===== config.mk =====
export PLATFORM = sky130hd
export DESIGN_NAME = uart_rx_flat
export DESIGN_NICKNAME = d
export VERILOG_FILES = /design/src/rtl/uart_rx_if.sv /design/src/rtl/uart_rx.sv /design/src/flat_wrapper.sv
export SDC_FILE = /design/constraint.sdc
export NUM_CORES = 1
export LEC_CHECK = 0
export ABC_AREA = 1
export BUFFER_PORTS_ARGS = -buffer_cell sky130_fd_sc_hd__buf_2
export CORE_MARGIN = 2
export CORE_UTILIZATION = 43
export CTS_CLUSTER_DIAMETER = 80
export DETAILED_ROUTE_END_ITERATION = 10
export GPL_TIMING_DRIVEN = 0
export PLACE_DENSITY = 0.71
export SLEW_MARGIN = 10
export SYNTH_ARGS = -nofsm -noshare
export SYNTH_HDL_FRONTEND = slang
export SYNTH_SLANG_ARGS = --single-unit

===== constraint.sdc =====
create_clock -name clk -period 1.31 [get_ports clk]
set_input_delay 0.262 -clock clk [delete_from_list [all_inputs] [get_ports clk]]
set_output_delay 0.262 -clock clk [all_outputs]
set_load 0.02 [all_outputs]

===== src/rtl/uart_rx_if.sv =====
// Core-side read/status bundle of the UART receiver (pop handshake plus sticky error flags).
// Latency: wires only; timing is set by the receiver that drives the slave side.
// Backpressure: reader drains with rd_en; the receiver drops bytes into a full buffer and raises overrun.
interface uart_rx_if;
    logic       rd_en;
    logic [7:0] rd_data;
    logic       rd_valid;
    logic       err_clr;
    logic       frame_err;
    logic       overrun;

    // Core-side arbiter: pops bytes and clears flags.
    modport master (
        output rd_en,
        output err_clr,
        input  rd_data,
        input  rd_valid,
        input  frame_err,
        input  overrun
    );

    // Receiver side.
    modport slave (
        input  rd_en,
        input  err_clr,
        output rd_data,
        output rd_valid,
        output frame_err,
        output overrun
    );
endinterface


===== src/rtl/uart_rx.sv =====
// 8N1 UART receiver with mid-bit sampling, receive buffer (FIFO when UART_RX_FIFO_EN is defined, else one holding register), sticky frame_err/overrun.
// Latency: byte appears on rd_data/rd_valid one cycle after the mid-stop-bit sample; rd_en -> next byte or rd_valid low in one cycle.
// Backpressure: none toward the line; a byte arriving at a full buffer with no same-cycle pop is dropped and sets overrun.
module uart_rx #(
    parameter int CLK_HZ     = 12000000,
    parameter int BAUD       = 115200,
    parameter int FIFO_DEPTH = 8
) (
    input  logic     clk,
    input  logic     resetn,
    input  logic     rx,
    uart_rx_if.slave bus
);

    localparam int CLKS_PER_BIT = CLK_HZ / BAUD;
    localparam int CW           = $clog2(CLKS_PER_BIT);
    localparam logic [CW-1:0] HALF_LOAD = CW'(CLKS_PER_BIT / 2 - 1);
    localparam logic [CW-1:0] FULL_LOAD = CW'(CLKS_PER_BIT - 1);

    if (CLKS_PER_BIT < 8) begin : g_bad_baud
        $error("uart_rx: CLK_HZ/BAUD must be at least 8");
    end
    if (FIFO_DEPTH < 2 || (FIFO_DEPTH & (FIFO_DEPTH - 1)) != 0) begin : g_bad_depth
        $error("uart_rx: FIFO_DEPTH must be a power of two and at least 2");
    end

    typedef enum logic [2:0] {
        S_IDLE,
        S_START,
        S_DATA,
        S_STOP,
        S_BREAK
    } state_t;

    // ------------------------------------------------------------------
    // Line synchronizer
    // ------------------------------------------------------------------
    logic       rx_meta;
    logic       rxs;
    logic [1:0] sync_fill;
    logic       armed;

    // Two-flop synchronizer; both flops reset high so reset itself never looks like a start bit.
    always_ff @(posedge clk) begin
        if (!resetn) begin
            rx_meta <= 1'b1;
            rxs     <= 1'b1;
        end else begin
            rx_meta <= rx;
            rxs     <= rx_meta;
        end
    end

    // After reset the line must be seen high through a filled synchronizer before a start bit
    // counts, so a frame cut by reset is not picked up halfway through.
    always_ff @(posedge clk) begin
        if (!resetn) begin
            sync_fill <= 2'b00;
            armed     <= 1'b0;
        end else begin
            sync_fill <= {sync_fill[0], 1'b1};
            if (sync_fill[1] && rxs) begin
                armed <= 1'b1;
            end
        end
    end

    // ------------------------------------------------------------------
    // Frame FSM and bit timing
    // ------------------------------------------------------------------
    state_t        state;
    state_t        state_nxt;
    logic [CW-1:0] cnt;
    logic [2:0]    bit_idx;
    logic [7:0]    shreg;
    logic          cnt_zero;
    logic          load_half;
    logic          load_full;
    logic          clr_idx;
    logic          shift_en;
    logic          byte_done;
    logic          ferr_set;

    assign cnt_zero = (cnt == '0);

    // State register.
    always_ff @(posedge clk) begin
        if (!resetn) begin
            state <= S_IDLE;
        end else begin
            state <= state_nxt;
        end
    end

    // Next-state and per-cycle datapath controls.
    always_comb begin
        state_nxt = state;
        load_half = 1'b0;
        load_full = 1'b0;
        clr_idx   = 1'b0;
        shift_en  = 1'b0;
        byte_done = 1'b0;
        ferr_set  = 1'b0;
        case (state)
            S_IDLE: begin
                if (armed && !rxs) begin
                    load_half = 1'b1;
                    state_nxt = S_START;
                end
            end
            S_START: begin
                if (cnt_zero) begin
                    if (rxs) begin
                        state_nxt = S_IDLE;
                    end else begin
                        load_full = 1'b1;
                        clr_idx   = 1'b1;
                        state_nxt = S_DATA;
                    end
                end
            end
            S_DATA: begin
                if (cnt_zero) begin
                    shift_en  = 1'b1;
                    load_full = 1'b1;
                    if (bit_idx == 3'd7) begin
                        state_nxt = S_STOP;
                    end
                end
            end
            S_STOP: begin
                if (cnt_zero) begin
                    if (rxs) begin
                        byte_done = 1'b1;
                        state_nxt = S_IDLE;
                    end else begin
                        ferr_set  = 1'b1;
                        state_nxt = S_BREAK;
                    end
                end
            end
            S_BREAK: begin
                if (rxs) begin
                    state_nxt = S_IDLE;
                end
            end
            default: begin
                state_nxt = S_IDLE;
            end
        endcase
    end

    // Bit-period down-counter, bit index and LSB-first shift register.
    always_ff @(posedge clk) begin
        if (!resetn) begin
            cnt     <= '0;
            bit_idx <= '0;
            shreg   <= '0;
        end else begin
            if (load_half) begin
                cnt <= HALF_LOAD;
            end else if (load_full) begin
                cnt <= FULL_LOAD;
            end else if (!cnt_zero) begin
                cnt <= cnt - CW'(1);
            end
            if (clr_idx) begin
                bit_idx <= '0;
            end else if (shift_en) begin
                bit_idx <= bit_idx + 3'd1;
            end
            if (shift_en) begin
                shreg <= {rxs, shreg[7:1]};
            end
        end
    end

    // ------------------------------------------------------------------
    // Receive buffer
    // ------------------------------------------------------------------
    logic       pop;
    logic       full;
    logic       accept;
    logic       ovr_set;
    logic [7:0] rd_data_q;

    // A pop only counts while data is present; a pop on the push cycle frees room in a full buffer.
    assign pop     = bus.rd_en && bus.rd_valid;
    assign accept  = byte_done && (!full || pop);
    assign ovr_set = byte_done && full && !pop;
    assign bus.rd_data = rd_data_q;

`ifdef UART_RX_FIFO_EN
    localparam int AW = $clog2(FIFO_DEPTH);

    logic [7:0] mem [FIFO_DEPTH];
    logic [AW:0] wr_ptr;
    logic [AW:0] rd_ptr;
    logic [AW:0] wr_ptr_nxt;
    logic [AW:0] rd_ptr_nxt;
    logic [7:0]  head_nxt;

    assign full         = (wr_ptr[AW] != rd_ptr[AW]) && (wr_ptr[AW-1:0] == rd_ptr[AW-1:0]);
    assign bus.rd_valid = (wr_ptr != rd_ptr);
    assign wr_ptr_nxt   = accept ? wr_ptr + (AW+1)'(1) : wr_ptr;
    assign rd_ptr_nxt   = pop ? rd_ptr + (AW+1)'(1) : rd_ptr;
    // When the next head is the slot being written this cycle, forward the incoming byte.
    assign head_nxt     = (rd_ptr_nxt == wr_ptr) ? shreg : mem[rd_ptr_nxt[AW-1:0]];

    // Pointer update and storage write.
    always_ff @(posedge clk) begin
        if (!resetn) begin
            wr_ptr <= '0;
            rd_ptr <= '0;
        end else begin
            wr_ptr <= wr_ptr_nxt;
            rd_ptr <= rd_ptr_nxt;
            if (accept) begin
                mem[wr_ptr[AW-1:0]] <= shreg;
            end
        end
    end

    // Registered fall-through head: reload whenever the buffer is non-empty next cycle.
    always_ff @(posedge clk) begin
        if (!resetn) begin
            rd_data_q <= 8'h00;
        end else if (wr_ptr_nxt != rd_ptr_nxt) begin
            rd_data_q <= head_nxt;
        end
    end
`else
    logic hold_full;

    assign full         = hold_full;
    assign bus.rd_valid = hold_full;

    // Single holding register; a dropped byte leaves the held byte untouched.
    always_ff @(posedge clk) begin
        if (!resetn) begin
            hold_full <= 1'b0;
            rd_data_q <= 8'h00;
        end else if (accept) begin
            hold_full <= 1'b1;
            rd_data_q <= shreg;
        end else if (pop) begin
            hold_full <= 1'b0;
        end
    end
`endif

    // ------------------------------------------------------------------
    // Sticky error flags
    // ------------------------------------------------------------------
    logic frame_err_q;
    logic overrun_q;

    assign bus.frame_err = frame_err_q;
    assign bus.overrun   = overrun_q;

    // Sticky flags; a set condition wins over a coincident clear.
    always_ff @(posedge clk) begin
        if (!resetn) begin
            frame_err_q <= 1'b0;
            overrun_q   <= 1'b0;
        end else begin
            if (ferr_set) begin
                frame_err_q <= 1'b1;
            end else if (bus.err_clr) begin
                frame_err_q <= 1'b0;
            end
            if (ovr_set) begin
                overrun_q <= 1'b1;
            end else if (bus.err_clr) begin
                overrun_q <= 1'b0;
            end
        end
    end

endmodule


===== src/flat_wrapper.sv =====
// flat-port wrapper written by rule: the top's interface ports become plain ports
module uart_rx_flat 
#(
    parameter int CLK_HZ     = 12000000,
    parameter int BAUD       = 115200,
    parameter int FIFO_DEPTH = 8
)
  (clk, resetn, rx, bus_rd_en, bus_err_clr, bus_rd_data, bus_rd_valid, bus_frame_err, bus_overrun);
  uart_rx_if bus_i ();
  input  logic clk;
  input  logic resetn;
  input  logic rx;
  input wire logic [$bits(bus_i.rd_en)-1:0] bus_rd_en;
  input wire logic [$bits(bus_i.err_clr)-1:0] bus_err_clr;
  output wire logic [$bits(bus_i.rd_data)-1:0] bus_rd_data;
  output wire logic [$bits(bus_i.rd_valid)-1:0] bus_rd_valid;
  output wire logic [$bits(bus_i.frame_err)-1:0] bus_frame_err;
  output wire logic [$bits(bus_i.overrun)-1:0] bus_overrun;
  assign bus_i.rd_en = bus_rd_en;
  assign bus_i.err_clr = bus_err_clr;
  assign bus_rd_data = bus_i.rd_data;
  assign bus_rd_valid = bus_i.rd_valid;
  assign bus_frame_err = bus_i.frame_err;
  assign bus_overrun = bus_i.overrun;
  uart_rx #(.CLK_HZ(CLK_HZ), .BAUD(BAUD), .FIFO_DEPTH(FIFO_DEPTH)) u_core (.clk(clk), .resetn(resetn), .rx(rx), .bus(bus_i));
endmodule

==> results.md <==
- Period utilization: 110.7%
- Wire length on met3: 168 um
- Placement row count: 21
- Core area: 0.003416 mm2
- Critical path origin: u_core.cnt[0]$_SDFFE_PN0P_
- Total chip power: 4.057 mW
- PnR worst setup slack: -0.1401 ns
- Hold_ws: 0.08909 ns
- Synth-to-layout area growth: 32.48%
- Final core utilization: 60.51%
- Post-Synth XOR/XNOR Area: 0.5613%
- Fin Clk Skew: 0.01295 ns
- Crit path buffers/inverters: 2
- Crit. End Element: flop
- Fmax: 0.6896 GHz
- Hold-fix buffers, CTS: 0
- Min-delay src: resetn
- Worst setup SP type: flop
- Num CTS Buffers: 5
- First-pass GRT wire length: 5457 um
- Setup violations, final: 26
- 1st-pass router iterations: 4
- Req. time, crit path: 1.58 ns
- Commonest non-fill, non-tap cells in the layout: 33 x dfxtp_1, 27 x nand2_1, 16 x nor2_1, 16 x buf_2
- DP HPWL: 2026 um
- Clock transition at path regs: 0.12 ns
- Non-filler cells in the finished layout: 282
- R2R Path Start: u_core.cnt[0]$_SDFFE_PN0P_
- Tmin final: 1.450 ns
- Status: complete, but fails checks
- Worst Tran Pin Value: 0.6299 ns
- Crit-path cells: inv_2, ha_4, nand2_4, nor2_4, nand2_4, nor2_4, inv_2, or2_0, a21oi_1
- Synthesized cell area: 0.001560 mm2
- Most common cell after layout, fill and taps aside: dfxtp_1
- Ports: 16
- Vias per inst: 4.975
- Rel. slew slack: 58.01%
- Highest metal used: met4
- Cell family with most CP delay: simple AND/OR/NAND/NOR gates
- CTS tree: built
- Hold Fails Final Rpt: 0
- Drt drc: 0
- Pwr Density: 1963 mW/mm2
- H-tree depth: 2
- CP max FO: 4
- Violated checks: setup timing
- Post-route ant nets: 0
- Maximum vdd drop: 0.0006915 V
- Distinct cell type count after synthesis: 27
- Vias in the first global route: 1284
- Worst-Skew Late Latency: 0.34 ns
- Largest net degree at the start of global routing: 12
- Die Area: 0.004126 mm2
- Simple logic cell fraction of the synthesized area: 29.19%
- Crit Path Category: flop to flop
- Lkg Pwr: 0.9158 nW
- DR WL met2: 1660 um
- Total number of vias: 1403
- Share of cells above drive strength 1: 42.37%
- GRT Util Overall: 16.73%
- Delay of the slowest critical-path stage: 0.35 ns
- WL/cell: 12.45 um
- Min-delay worst type: input port to flop
- Drt initial violations: 85
- RePlAce Congestion: 0.7785
- Seq/Total Area, Yosys: 47.47%
- Synth Instances: 199
- Unrepaired setup endpoints after global routing: true
- Arrival time at the worst endpoint: 1.72 ns
- Fin nets: 243
- Post-synthesis register bit count: 37
- Antenna violations before repair: 0
- Post-route setup TNS: -2.293 ns
- Syn_area_per_cell: 7.840 um2
- Clock tree sinks: 37
- Root cell of the clock tree: clkbuf_4
- Initial Util: 45.68%
- Final WL: 3512 um
- Main combinational cell family by area after synthesis: simple AND/OR/NAND/NOR gates
- # diodes: 0
- Crit-path slowest cell: dfxtp_2
- Die height: 64.24 um
- Syn Nets: 207
- M1 WL: 1577 um
- Gr ovfl total: 0
- MaxCap Viol Count: 0
- Port Buf Inserts: 15
- Final slew viol count: 0
- Warnings from Yosys: 0
- Dpl cells: 260
- Post-synthesis mux area share: 0%
- Synth Area in Adders: 2.406%
- Complex-gate fraction of the synthesized area: 12.83%
- Chip width: 64.24 um
- CTS max path bufs: 2
-- through the flow --
step	cell area (um2)	worst slack (ns)
after floorplan	1573	0.001983
after global placement	1705	-0.1138
after detailed placement	1705	-0.1172
after CTS	1874	-0.1015
after global routing	2067	-0.2284
final	2067	-0.1401
-- layout make-up --
type                       count  area, um2
tap                           46      57.56
fill                         300       1349
clock inverter                 2      10.01
sequential                    37      745.7
buffer                         5      33.78
inverter                      23      98.84
clock buffer                   6      41.29
multi-input combinational    135      894.6
timing repair buffer          28      185.2
-- metal layers --
layer	global-route usage, %	up-vias
met5	0	-
met4	6.383	0
met3	4.225	15
met2	26.56	42
met1	21.82	633
li1	-	713
-- report_power, final --
group	total [mW]	internal, mW	switching, mW
combinational	2.04	0.913	1.12
sequential	1.45	1.29	0.152
clock	0.575	0.205	0.371
-- worst reg2reg max path, cell delays in order, from the launching register on --
cell	delay [ns]
dfxtp_2	0.35
inv_2	0.07
ha_4	0.16
nand2_4	0.06
nor2_4	0.11
nand2_4	0.08
nor2_4	0.15
inv_2	0.06
or2_0	0.19
a21oi_1	0.13
-- synth_stat cells, drive strengths merged --
cell type	n	share of area, %
buf	2	0.96
ha	3	2.4
a211oi	1	0.48
nor2	30	10
dfxtp	37	47
nand3	11	4.7
nand3b	1	0.48
or2	3	1.2
o21ai	11	3.5
clkinv	1	0.56
clkbuf	3	0.72
inv	22	5.3
a21oi	26	8.3
nand4	4	1.6
o211ai	1	0.48
nand2	42	11
xor2	1	0.56
-- sequential cells by signal, summed over array words and instances (netlist names) --
name / count
u_core.bus.rd_valid: 1
u_core.rxs: 1
u_core.shreg: 8
u_core.bit_idx: 3
u_core.sync_fill: 2
u_core.armed: 1
u_core.bus.frame_err: 1
u_core.bus.overrun: 1
u_core.cnt: 7
u_core.rx_meta: 1
u_core.bus.rd_data: 8
u_core.state: 3
-- worst paths after layout --
path	endpoint	slack [ns]	depth (start not counted)
hold reg to reg	u_core.sync_fill[1]$_SDFF_PN0_	0.43	2
setup / recovery	u_core.bit_idx[0]$_SDFFE_PP0P_	-0.14	9
setup reg to reg	u_core.bit_idx[0]$_SDFFE_PP0P_	-0.14	9
hold / removal	u_core.sync_fill[0]$_DFF_P_	0.09	1
-- what timing repair did --
action,in CTS,in global routing
pin swaps,9,19
gates resized for setup,13,50
setup endpoints to repair,25,28
buffers inserted,8,5
cloned,1,1
-- logic make-up (layout without fill, tap and decap cells) --
logic type | Yosys count | after routing
buffers and inverters | 28 | 64
AND/OR/NAND/NOR | 91 | 92
adder cells (fa/ha/maj) | 3 | 3
flip-flops | 37 | 37
AO/OA/AOI/OAI | 39 | 39
XOR/XNOR | 1 | 1
No activity file was read; power rests on OpenSTA's default activity.
